<file path="src/rtl/mul_arbiter.sv">
// Round-robin arbiter and sequencer for the shared 12x12 shift-add multiplier.
// Optional RUN timeout with error response: define MUL_ARB_TIMEOUT_EN.
module mul_arbiter #(
   parameter int unsigned FLUSH_CYCLES   = 16,
   parameter int unsigned TIMEOUT_CYCLES = 20,
   localparam int unsigned OP_W   = 12,
   localparam int unsigned PROD_W = 24
) (
   input  logic              clock,
   input  logic              reset_n,
   input  logic              req0,
   input  logic              req1,
   input  logic [OP_W-1:0]   a0,
   input  logic [OP_W-1:0]   a1,
   input  logic [OP_W-1:0]   b0,
   input  logic [OP_W-1:0]   b1,
   output logic              ack0,
   output logic              ack1,
   output logic              done0,
   output logic              done1,
   output logic [PROD_W-1:0] rsp_product,
   output logic              rsp_err,
   output logic              mul_start,
   output logic [OP_W-1:0]   mul_multiplier,
   output logic [OP_W-1:0]   mul_multiplicand,
   input  logic [PROD_W-1:0] mul_product,
   input  logic              mul_finished
);
   localparam int unsigned FLUSH_W = $clog2(FLUSH_CYCLES);

   if (FLUSH_CYCLES < 15 || TIMEOUT_CYCLES < 1) begin : g_param_check
      $error("mul_arbiter: FLUSH_CYCLES must be >= 15 and TIMEOUT_CYCLES >= 1");
   end

   typedef enum logic [2:0] {S_FLUSH, S_IDLE, S_RUN, S_DONE, S_COOL} state_t;

   state_t             state;
   logic [FLUSH_W-1:0] flush_cnt;
   logic               last_grant;
   logic               owner;
   logic               pick1_c;

   // On a tie the client that was not granted last wins.
   assign pick1_c = (req0 && req1) ? !last_grant : req1;

`ifdef MUL_ARB_TIMEOUT_EN
   localparam int unsigned TMO_W = $clog2(TIMEOUT_CYCLES + 1);
   logic [TMO_W-1:0] tmo_cnt;
   logic             aborted;
`else
   assign rsp_err = 1'b0;
`endif

   always_ff @(posedge clock) begin
      if (!reset_n) begin
         state            <= S_FLUSH;
         flush_cnt        <= '0;
         last_grant       <= 1'b1;
         owner            <= 1'b0;
         ack0             <= 1'b0;
         ack1             <= 1'b0;
         done0            <= 1'b0;
         done1            <= 1'b0;
         rsp_product      <= '0;
         mul_start        <= 1'b0;
         mul_multiplier   <= '0;
         mul_multiplicand <= '0;
`ifdef MUL_ARB_TIMEOUT_EN
         rsp_err          <= 1'b0;
         tmo_cnt          <= '0;
         aborted          <= 1'b0;
`endif
      end else begin
         ack0  <= 1'b0;
         ack1  <= 1'b0;
         done0 <= 1'b0;
         done1 <= 1'b0;
         case (state)
            // Multiplier has no reset: keep start low long enough to drain it.
            S_FLUSH: begin
               mul_start <= 1'b0;
               if (flush_cnt == FLUSH_W'(FLUSH_CYCLES - 1)) begin
                  flush_cnt <= '0;
                  state     <= S_IDLE;
               end else begin
                  flush_cnt <= flush_cnt + FLUSH_W'(1);
               end
            end
            S_IDLE: begin
               if (req0 || req1) begin
                  owner            <= pick1_c;
                  last_grant       <= pick1_c;
                  ack0             <= !pick1_c;
                  ack1             <= pick1_c;
                  mul_multiplier   <= pick1_c ? a1 : a0;
                  mul_multiplicand <= pick1_c ? b1 : b0;
                  mul_start        <= 1'b1;
                  state            <= S_RUN;
`ifdef MUL_ARB_TIMEOUT_EN
                  tmo_cnt          <= '0;
`endif
               end
            end
            S_RUN: begin
               if (mul_finished) begin
                  rsp_product <= mul_product;
                  done0       <= !owner;
                  done1       <= owner;
                  mul_start   <= 1'b0;
                  state       <= S_DONE;
`ifdef MUL_ARB_TIMEOUT_EN
                  rsp_err     <= 1'b0;
               end else if (tmo_cnt == TMO_W'(TIMEOUT_CYCLES)) begin
                  rsp_product <= '0;
                  rsp_err     <= 1'b1;
                  aborted     <= 1'b1;
                  done0       <= !owner;
                  done1       <= owner;
                  mul_start   <= 1'b0;
                  state       <= S_DONE;
               end else begin
                  tmo_cnt     <= tmo_cnt + TMO_W'(1);
`endif
               end
            end
            S_DONE: begin
`ifdef MUL_ARB_TIMEOUT_EN
               aborted <= 1'b0;
               state   <= aborted ? S_FLUSH : S_COOL;
`else
               state   <= S_COOL;
`endif
            end
            // Lets the multiplier leave its extra post-finish state.
            S_COOL:  state <= S_IDLE;
            default: state <= S_FLUSH;
         endcase
      end
   end

endmodule

</file>
<file path="config.mk">
export PLATFORM = sky130hd
export DESIGN_NAME = mul_arbiter
export DESIGN_NICKNAME = d
export VERILOG_FILES = /design/src/rtl/mul_arbiter.sv
export SDC_FILE = /design/constraint.sdc
export NUM_CORES = 1
export LEC_CHECK = 0
export ABC_CLOCK_PERIOD_IN_PS = 2000
export CAP_MARGIN = 20
export CORE_MARGIN = 1
export CORE_UTILIZATION = 40
export CTS_CLUSTER_DIAMETER = 30
export DETAILED_ROUTE_END_ITERATION = 6
export PLACE_DENSITY_LB_ADDON = 0.15
export SYNTH_ARGS = -nofsm -noshare
export SYNTH_HDL_FRONTEND = slang
export SYNTH_SLANG_ARGS = --single-unit
</file>
<file path="constraint.sdc">
create_clock -name clock -period 2 [get_ports clock]
set_clock_uncertainty 0.15 [all_clocks]
set_input_delay 0.2 -clock clock [delete_from_list [all_inputs] [get_ports clock]]
set_output_delay 0.2 -clock clock [all_outputs]
set_load 0.01 [all_outputs]
</file>
==> flow_summary.ini <==
[clock_tree]
clk_root_buffer_cell = sky130_fd_sc_hd__clkbuf_8
tritoncts_num_sinks = 62
postCtsSetupBuffers = 0
clk_pin_slew_ns = 0.06
clock_path_buffers = 2
cts-buffers-inserted = 9
clkLatencyLatePin_ns = 0.32
cts_hold_buffers = 0
post_cts_sizing_count = 0
cts-htree-levels = 3
cts_tree = built

[logic_synthesis]
synth-seq-area-share_pct = 47.35
yosys_warnings = 0
most_frequent_cell_after_synthesis = sky130_fd_sc_hd__dfxtp_1
synthDominantAreaCellType = sky130_fd_sc_hd__dfxtp_1
synth-edff-count = 0
ys_seq_elements = 62
syn_avg_cell_area_um2 = 9.892
post_synth_inst_count = 265
netlist.area_leader.share_pct = 47.35
synth-async-reset-ratio_pct = 0
synthesis.area_um2 = 2621
synth.distinct_cells = 39
post_synth_most_frequent_cells = sky130_fd_sc_hd__dfxtp_1 (62), sky130_fd_sc_hd__nand2_1 (54), sky130_fd_sc_hd__a21boi_1 (27)
synth_ff_type = sky130_fd_sc_hd__dfxtp_1
synth_top_cells_by_area = sky130_fd_sc_hd__dfxtp_1 (47%), sky130_fd_sc_hd__o221a_1 (10%), sky130_fd_sc_hd__o32a_1 (9.2%)
synth_fp_nets = 343

[global_route]
grt_pass1_vias = 2370
wire_length_of_the_first_global_routing_pass_mm = 10.98
grt_util_all_layers_pct = 19.89
grt_start_max_net_pins = 62
grt-ovfl-total = 0
antenna_found_initial = 0

[finish]
sequential_cell_area_um2 = 1241
layout.cells.non_filler = 468
synthToLayoutAreaGrowth_pct = 58.00
final_net_count = 466
multi_input_gate_area_in_the_final_layout_um2 = 1232
layout-drive-gt1-share_pct = 7.673
nFillCells = 536
post-route-util_pct = 65.22
n_antenna_cell = 0

[critical_path]
timing.reg2reg.setup_slack_ns = 0.35
worstReg2RegStart = state[2]$_SDFFE_PN0P_
worst-r2r-cell-count = 3
crit_path_start_kind = register
critical_path.max_fanout = 25
crit_type = reg2reg
critical_path_sink_type = register
cp.arrival_ns = 1.76
worstReg2RegEnd = mul_multiplicand[8]$_SDFFE_PN0P_
cp.required_ns = 2.11

[timing]
final.setup.tns_ns = 0
max_freq_mhz = 605.5
setup_repair_after_global_routing_missed_its_margin = false
finalCritPeriodShare_pct = 82.58
final_hold_viol_count = 0
final.min_clock_period_ns = 1.652
finalSetupViolations = 0
report.final.slew_viol_count = 0
layout_setup_ws_ns = 0.3485

[placed_design]
port_buffers = 129
dpl_worst_slack_ns = 0.1324
gpl.final_weighted_congestion = 0.7741
post-place-cells = 454
dpl.hpwl_mm = 4.521

[die]
io-pin-count = 131
core_area_um2 = 6350
design.die.area_um2 = 6881
start_util_pct = 41.28
die_h_um = 82.95
die_x_um = 82.95
std_cell_rows = 29

[routing]
ant_nets = 0
wl_mm = 6.759
wire_per_inst_um = 14.44
routed_via_density = 5.297
drt_first_pass_iters = 5
drc = 0
drt_first_iter_violations = 68
route.vias.total = 2479

[min_path]
hold_endpoint = last_grant$_SDFFE_PN1P_
worstHoldPathType = in2reg
worstHoldStart = reset_n
holdPathStages = 3

[pwr]
power.density_cell_area_nw_per_um2 = 582.2
report.power.total_mw = 2.411
vdd_ir_drop_max_mv = 0.3635
power.leakage_nw = 1.462

[job]
maxCapViolCount = 0

[outcome]
run_status = finished clean
## power by group
group | internal [mW] | switching, mW | total (mW)
clock | 0.466 | 0.433 | 0.899
combinational | 0.188 | 0.0781 | 0.266
sequential | 1.24 | 0.00582 | 1.25
## sequential cells by signal, summed over array words and instances, names as in the netlist
signal	count
rsp_product	24
mul_multiplicand	12
mul_multiplier	12
flush_cnt	4
state	3
ack0	1
ack1	1
done0	1
done1	1
last_grant	1
mul_start	1
owner	1
## how the worst max path moves through the flow
stage | from | endpoint | slack (ns) | depth (start not counted)
final | state[2]$_SDFFE_PN0P_ | mul_multiplicand[8]$_SDFFE_PN0P_ | 0.35 | 3
after global routing | state[0]$_SDFFE_PN0P_ | mul_multiplier[6]$_SDFFE_PN0P_ | 0.27 | 3
after CTS | state[2]$_SDFFE_PN0P_ | mul_multiplicand[8]$_SDFFE_PN0P_ | 0.33 | 3
after detailed placement | req1 | mul_multiplicand[3]$_SDFFE_PN0P_ | 0.13 | 5
after global placement | req1 | mul_multiplicand[1]$_SDFFE_PN0P_ | 0.17 | 5
after floorplan | state[0]$_SDFFE_PN0P_ | owner$_SDFFE_PN0P_ | 0.51 | 4
## cells by family after synthesis
group	after synthesis	share of synthesized area (%)
AOI/OAI and AO/OA	88	30.55
and+or+nand+nor	81	15.18
DFF	62	47.35
buffers and inverters	32	6.300
adders and majority gates	1	0.4773
other	1	0.1431
## layout make-up
| type | count | area share, % |
|---|---|---|
| timing repair buffer | 142 | 34.02 |
| sequential | 62 | 29.97 |
| multi-input combinational | 171 | 29.76 |
| clock buffer | 12 | 3.505 |
| tap | 77 | 2.326 |
| clock inverter | 2 | 0.2417 |
| inverter | 2 | 0.1813 |
## worst max-delay path: stages (launching register included)
cell,delay (ns)
sky130_fd_sc_hd__dfxtp_1,0.31
sky130_fd_sc_hd__or3b_1,0.50
sky130_fd_sc_hd__nor2_8,0.37
sky130_fd_sc_hd__o221a_1,0.25
## cell usage in the layout, fill, tap and decap left out, types with 2 or more instances in the layout
cell type                         count
sky130_fd_sc_hd__a21boi_1            27
sky130_fd_sc_hd__a21oi_1              2
sky130_fd_sc_hd__and3_1               2
sky130_fd_sc_hd__buf_12               2
sky130_fd_sc_hd__buf_4               11
sky130_fd_sc_hd__clkbuf_1             2
sky130_fd_sc_hd__clkbuf_8            10
sky130_fd_sc_hd__clkdlybuf4s50_1    128
sky130_fd_sc_hd__clkinv_2             2
sky130_fd_sc_hd__dfxtp_1             62
sky130_fd_sc_hd__nand2_1             54
sky130_fd_sc_hd__nand2b_1             3
sky130_fd_sc_hd__nand3_1              2
sky130_fd_sc_hd__nor2_1               4
sky130_fd_sc_hd__nor3_1               2
sky130_fd_sc_hd__nor3b_1              2
sky130_fd_sc_hd__o21a_1               2
sky130_fd_sc_hd__o21ai_0              2
sky130_fd_sc_hd__o21ai_1              3
sky130_fd_sc_hd__o221a_1             24
sky130_fd_sc_hd__o32a_1              24
sky130_fd_sc_hd__or3_1                2
## per-stage QoR
stage | instance area (µm²) | hold WS (ns)
after floorplan | 2621 | 0.1848
after global placement | 3986 | 0.2718
after detailed placement | 3986 | 0.2786
after CTS | 4141 | 0.1346
after global routing | 4141 | 0.1634
final | 4141 | 0.1505
## metal layers
layer | up-vias | GRT usage, % | routed length, µm
met2 | 99 | 31.15 | 2993
li1 | 1228 | - | -
met5 | - | 0 | 0
met1 | 1139 | 24.41 | 3089
met4 | 0 | 10.97 | 154
met3 | 13 | 5.964 | 521
Power figures use the tool's default switching activity.
